--- src/rtl/spi_reg_writer.sv ---
// SPI mode-0 initiator for 16-bit register frames {rw, addr[6:0], data[7:0]}, MSB first.
// One command per valid/ready handshake; read data comes back with a one-cycle rsp_valid pulse.
module spi_reg_writer #(
  parameter int CLK_DIV = 4
) (
  input  logic       clk,
  input  logic       rst_n,
  input  logic       cmd_valid,
  output logic       cmd_ready,
  input  logic       cmd_rw,
  input  logic [6:0] cmd_addr,
  input  logic [7:0] cmd_wdata,
  output logic       rsp_valid,
  output logic [7:0] rsp_rdata,
  output logic       busy,
  output logic       sclk,
  output logic       copi,
  output logic       ncs,
  input  logic       cipo
);

  typedef enum logic [2:0] {IDLE, SETUP, SHIFT, HOLD, GAP} state_t;

  localparam logic [7:0] CNT_LAST = 8'(CLK_DIV - 1);

  state_t      state_q, state_d;
  logic [7:0]  cnt_q, cnt_d;
  logic [3:0]  bit_q, bit_d;
  logic [15:0] tx_q, tx_d;
  logic        rw_q, rw_d;
  logic [7:0]  rx_q, rx_d;
  logic        ncs_q, ncs_d;
  logic        sclk_q, sclk_d;
  logic        copi_q, copi_d;
  logic        cmd_ready_q, cmd_ready_d;
  logic        busy_q, busy_d;
  logic        rsp_valid_q, rsp_valid_d;
  logic [7:0]  rsp_rdata_q, rsp_rdata_d;
  logic        cnt_done;

  assign cnt_done = (cnt_q == CNT_LAST);

  always_comb begin
    state_d     = state_q;
    cnt_d       = cnt_q + 8'd1;
    bit_d       = bit_q;
    tx_d        = tx_q;
    rw_d        = rw_q;
    rx_d        = rx_q;
    ncs_d       = ncs_q;
    sclk_d      = sclk_q;
    copi_d      = copi_q;
    cmd_ready_d = cmd_ready_q;
    busy_d      = busy_q;
    rsp_valid_d = 1'b0;
    rsp_rdata_d = rsp_rdata_q;
    case (state_q)
      IDLE: begin
        cmd_ready_d = 1'b1;
        busy_d      = 1'b0;
        ncs_d       = 1'b1;
        sclk_d      = 1'b0;
        copi_d      = 1'b0;
        cnt_d       = 8'd0;
        // cmd_ready_q gates acceptance, so the first idle cycle after reset never handshakes
        if (cmd_valid && cmd_ready_q) begin
          state_d     = SETUP;
          tx_d        = {cmd_rw, cmd_addr, cmd_wdata};
          rw_d        = cmd_rw;
          rx_d        = 8'd0;
          bit_d       = 4'd0;
          cmd_ready_d = 1'b0;
          busy_d      = 1'b1;
          ncs_d       = 1'b0;
          copi_d      = cmd_rw;
        end
      end
      SETUP: begin
        if (cnt_done) begin
          state_d = SHIFT;
          cnt_d   = 8'd0;
        end
      end
      SHIFT: begin
        if (cnt_done) begin
          cnt_d  = 8'd0;
          sclk_d = ~sclk_q;
          if (!sclk_q) begin
            rx_d = {rx_q[6:0], cipo};
          end else if (bit_q == 4'd15) begin
            copi_d  = 1'b0;
            state_d = HOLD;
          end else begin
            copi_d = tx_q[14];
            tx_d   = {tx_q[14:0], 1'b0};
            bit_d  = bit_q + 4'd1;
          end
        end
      end
      HOLD: begin
        if (cnt_done) begin
          state_d = GAP;
          cnt_d   = 8'd0;
          ncs_d   = 1'b1;
        end
      end
      GAP: begin
        if (cnt_done) begin
          state_d     = IDLE;
          cnt_d       = 8'd0;
          rsp_valid_d = 1'b1;
          rsp_rdata_d = rw_q ? 8'h00 : rx_q;
          busy_d      = 1'b0;
          cmd_ready_d = 1'b1;
        end
      end
      default: state_d = IDLE;
    endcase
  end

  always_ff @(posedge clk) begin
    if (!rst_n) begin
      state_q     <= IDLE;
      cnt_q       <= 8'd0;
      bit_q       <= 4'd0;
      tx_q        <= 16'd0;
      rw_q        <= 1'b0;
      rx_q        <= 8'd0;
      ncs_q       <= 1'b1;
      sclk_q      <= 1'b0;
      copi_q      <= 1'b0;
      cmd_ready_q <= 1'b0;
      busy_q      <= 1'b0;
      rsp_valid_q <= 1'b0;
      rsp_rdata_q <= 8'd0;
    end else begin
      state_q     <= state_d;
      cnt_q       <= cnt_d;
      bit_q       <= bit_d;
      tx_q        <= tx_d;
      rw_q        <= rw_d;
      rx_q        <= rx_d;
      ncs_q       <= ncs_d;
      sclk_q      <= sclk_d;
      copi_q      <= copi_d;
      cmd_ready_q <= cmd_ready_d;
      busy_q      <= busy_d;
      rsp_valid_q <= rsp_valid_d;
      rsp_rdata_q <= rsp_rdata_d;
    end
  end

  assign cmd_ready = cmd_ready_q;
  assign busy      = busy_q;
  assign rsp_valid = rsp_valid_q;
  assign rsp_rdata = rsp_rdata_q;
  assign ncs       = ncs_q;
  assign sclk      = sclk_q;
  assign copi      = copi_q;

endmodule

--- config.mk ---
export PLATFORM = sky130hd
export DESIGN_NAME = spi_reg_writer
export DESIGN_NICKNAME = d
export VERILOG_FILES = /design/src/rtl/spi_reg_writer.sv
export SDC_FILE = /design/constraint.sdc
export NUM_CORES = 1
export LEC_CHECK = 0
export CORE_MARGIN = 4
export CORE_UTILIZATION = 60
export DETAILED_ROUTE_END_ITERATION = 6
export DONT_BUFFER_PORTS = 1
export GPL_TIMING_DRIVEN = 1
export PLACE_DENSITY = 0.76
export SLEW_MARGIN = 10
export SYNTH_ARGS = -nofsm -noshare
export SYNTH_HDL_FRONTEND = slang
export SYNTH_SLANG_ARGS = --single-unit
--- constraint.sdc ---
create_clock -name clk -period 3.38 [get_ports clk]
set_input_delay 0.676 -clock clk [delete_from_list [all_inputs] [get_ports clk]]
set_output_delay 0.676 -clock clk [all_outputs]
set_load 0.01 [all_outputs]
* After elaboration in Yosys (flattened, before gate mapping)
Index checks and enable logic that the tools add are counted.
Widths: inputs -> output; s select.
** Word-level totals
- Flip-flop bits (word level) :: 53
- Bits in latches :: 0
- RAM bits :: 0
- Bits in read-only memories :: 0
- Input port bits :: 20
- Output and inout bits :: 14
- Logic and storage cells :: 87
- Memories kept :: 0
** Operators by class
- Add/sub/neg operators :: 2
- Multiply operators :: 0
- Div/mod/pow operators :: 0
- $lt $le $gt $ge :: 0
- Equal/unequal tests :: 15
- Shifts and indexed selects :: 0
- Mux-type cells :: 40
- Bitwise operators :: 1
- Reduce and logical (&&, ||, !) cells :: 16
** Operators with widths (number)
- $mux 15 :: 4
- $mux 8 :: 5
- $pmux 8 s2 :: 2
- $pmux 15 s2 :: 1
- $mux 3 :: 7
- $ne 2x2->1 const B :: 9
- $mux 4 :: 4
- $pmux 3 s5 :: 1
- $reduce_and 2->1 :: 6
- $mux 1 :: 10
- $pmux 1 s2 :: 5
- $add 8x1->8 const B :: 1
- $eq 8x2->1 const B :: 1
- $pmux 4 s2 :: 1
- $reduce_and 7->1 :: 1
- $eq 3x2->1 const B :: 2
- $reduce_bool 2->1 :: 3
- $reduce_and 5->1 :: 1
- $add 4x1->4 const B :: 1
- $eq 4x4->1 const B :: 1
- $reduce_and 4->1 :: 1
- $reduce_or 4->1 :: 1
- $eq 3x1->1 const B :: 1
- $eq 3x3->1 const B :: 1
- other kinds (4) :: 4

* Depth between registers and ports, before layout
- Depth after elaboration :: 5
- Depth in mapped cells :: 8

* Worst setup path after synthesis
Ideal clock, no wire load.
- Kind :: in2reg
- Start point :: input rst_n
- End point :: register rsp_rdata_q[0], in the netlist rsp_rdata[0]
- Library setup time :: 0.059 ns
- Arrival :: 1.761 ns
- Slack :: 1.559 ns
- Stages on the path :: 4
- Path buffers :: 1
- Path through :: clkbuf_1 > clkinv_1 > a31oi_1 > a22o_1
** RTL lines
- from (decl) :: RTL line 7 : input logic rst_n,
- to (signal assigned) :: RTL line 149 : rsp_rdata_q <= rsp_rdata_d;
- to (decl) :: RTL line 38 : logic [7:0] rsp_rdata_q, rsp_rdata_d;

* Final worst setup path
- Start point :: register state_q[1]
- End point :: register bit_q[2]
** On the way
- Word-level cells in the longest chain between the ends :: 3
- Elaborated cells on any way between the ends :: 9
** Ends and longest elaborated chain
- from (decl) :: RTL line 26 : state_t state_q, state_d;
- from (signal assigned) :: RTL line 137 : state_q <= state_d;
- $eq 3x2->1 / $logic_not 3->1 (equally long branches) :: RTL line 57 : case (state_q)
- $ne 2x2->1 (no source line) / $reduce_bool 2->1 (equally long branches)
- $reduce_and 5->1 (no source line)
- to (signal assigned) :: RTL line 139 : bit_q <= bit_d;
- to (decl) :: RTL line 28 : logic [3:0] bit_q, bit_d;
Several ways; a longest one is shown, not always the timed one.
A chain may end at the register's enable or synchronous reset.

==> metrics.csv <==
metric,value,unit
status,"complete, no violations",
cts.path.max_buffers,2,
avgSynthCellArea,9.76,um2
num_rows,22,
drc_errors,0,
yosys_warnings,0,
maxSlewViolCount,0,
rsz0062_at_grt,no,
cap_violations,0,
clkTransAtPathRegs,0.09,ns
synth-seq-cells,53,
clk_latency,0.30,ns
synthCells,245,
grt_max_degree,27,
synth_common_cells,"dfxtp_1 (53), nand3_1 (25), mux2i_1 (15), nand2_1 (15), nor3_1 (15)",
yosysUniqueCellTypes,50,
grt_pass1_wl,7.94,mm
synth_top_area_share,44.4,%
antenna_cells,0,
cts_buffers,5,
netlist_area,2390,um2
cellPowerDensity,464,nW/um2
cp_max_fo,19,
clock-sinks,53,
overflow,0,
dr.pass1.iters,4,
synth-edff-count,0,
crit_arrival,2.63,ns
io_buffer_count,0,
synthArstFlopShare,0,%
power_leakage,0.000812,uW
grt_usage,19.4,%
slew_headroom,47.3,%
drive_gt1_share,11.3,%
viasPerCell,6.20,
start_kind,flop,
worst_pin_slew,0.789,ns
yosysMostFrequentCell,dfxtp_1,
required,3.57,ns
grt_pass1_vias,1642,
post_cts_buffers,0,
synth_nets,268,
whs,0.445,ns
max_freq,410,MHz
yosysTopAreaCell,dfxtp_1,
synth_area_leaders,"dfxtp_1 (44%), mux2i_1 (6.3%), nand3_1 (5.2%), a211oi_2 (4.2%), nor3_1 (3.1%)",
finClkSkew,0.00745,ns
vias,1780,
h-tree-depth,2,
ys.flop_type,dfxtp_1,
start_util,63.9,%
vdd_drop_max,394,uV
ioPinCount,34,
cts_resized,0,
die_area,5060,um2
hold_viol_final,0,
fin_crit,2.44,ns
dp_hpwl,3.21,mm
cts_hold_buf,0,
coreArea,3740,um2
first_iter_violations,177,
worst-setup-path-type,reg2reg,
min_period_over_period,72.1,%
cts_tree,done,
antenna_found_initial,0,
setup_viol,0,
drt_wl_total,4.65,mm
hold_class,in2reg,
final_area,2470,um2
cts-root-buf,clkbuf_8,
place_area,2370,um2
ys_seq_area_share,44.4,%
syn_to_final_growth,3.45,%
dieHeight,71.1,um
cp-end-kind,flop,
die_x,71.1,um
drtAntennaViolNets,0,
gp_congestion,0.819,
wl_per_cell,16.2,um
nets,262,
tns,0,ns
path summary, 6_finish.rpt:
path                   start       end  slack [ns]  depth (start not counted)
hold reg to reg      rx_q[7]   rx_q[7]        0.47                          2
setup / recovery  state_q[1]  bit_q[2]        0.94                          4
hold / removal         rst_n       ncs        0.44                          1
setup reg to reg  state_q[1]  bit_q[2]        0.94                          4
cell type report:
cell class	instances	area [um2]
Clock buffer	5	68.8
Inverter	3	11.3
Sequential cell	53	1060
Timing Repair Buffer	3	22.5
Clock inverter	2	35.0
Multi-Input combinational cell	173	1220
Fill cell	308	1270
Tap cell	48	60.1
per-layer routing:
layer | vias up | part of all wire (%) | GRT usage, %
met5 | - | 0 | 0
met1 | 844 | 48 | 27.2
met3 | 6 | 5.8 | 6.39
met4 | 0 | 1.5 | 6.05
li1 | 887 | - | -
met2 | 43 | 45 | 28.1
critical path, cell delays in order (launching register included):
cell	delay [ns]
dfxtp_1	0.71
nor3b_2	0.41
and4b_1	0.69
or2_4	0.39
o22ai_2	0.12
flip-flops by register name (all words and copies together) (netlist names):
name       count
tx_q          15
cnt_q          8
rsp_rdata      8
rx_q           8
bit_q          4
state_q        3
busy           1
cmd_ready      1
copi           1
ncs            1
rsp_valid      1
rw_q           1
sclk           1
cells in the final DEF, fill, tap and decap left out, types with 3 or more instances in the layout:
cell type / n
nand3_1: 25
nor2_1: 11
o22ai_1: 3
xor2_1: 4
a211oi_2: 8
ha_1: 3
nor3_1: 15
a21oi_1: 11
a211oi_1: 6
a22o_1: 8
a31oi_1: 4
clkbuf_8: 5
o21ai_0: 4
nor2b_1: 3
nor3b_1: 3
xnor2_1: 3
mux2i_1: 15
dfxtp_1: 53
and2_1: 3
nand2_1: 15
buf_4: 3
cell families after synthesis:
family | synth area share [%]
buf+inv | 4.81
xor+xnor | 2.56
compound gates | 17.0
fa+ha+maj | 1.57
flops | 44.4
simple gates | 23.4
mux | 6.28
power by group:
part           switching, uW  internal, uW  total (uW)
registers               15.3           643         658
logic                   45.7          31.2        76.9
clock network            197           215         413
total                    258           890        1150
stage by stage:
stage / total power (uW) / utilization (%) / cells / worst slack [ns]
3_5_place_dp: 749 / 63.3 / 280 / 0.985
4_1_cts: 1150 / 66.1 / 287 / 0.968
2_1_floorplan: 742 / - / 245 / 1.56
6_report: 1150 / 66.1 / 287 / 0.944
3_3_place_gp: 747 / 63.3 / 280 / 1.04
5_1_grt: 1190 / 66.1 / 287 / 0.760
Power figures use the tool's default switching activity.
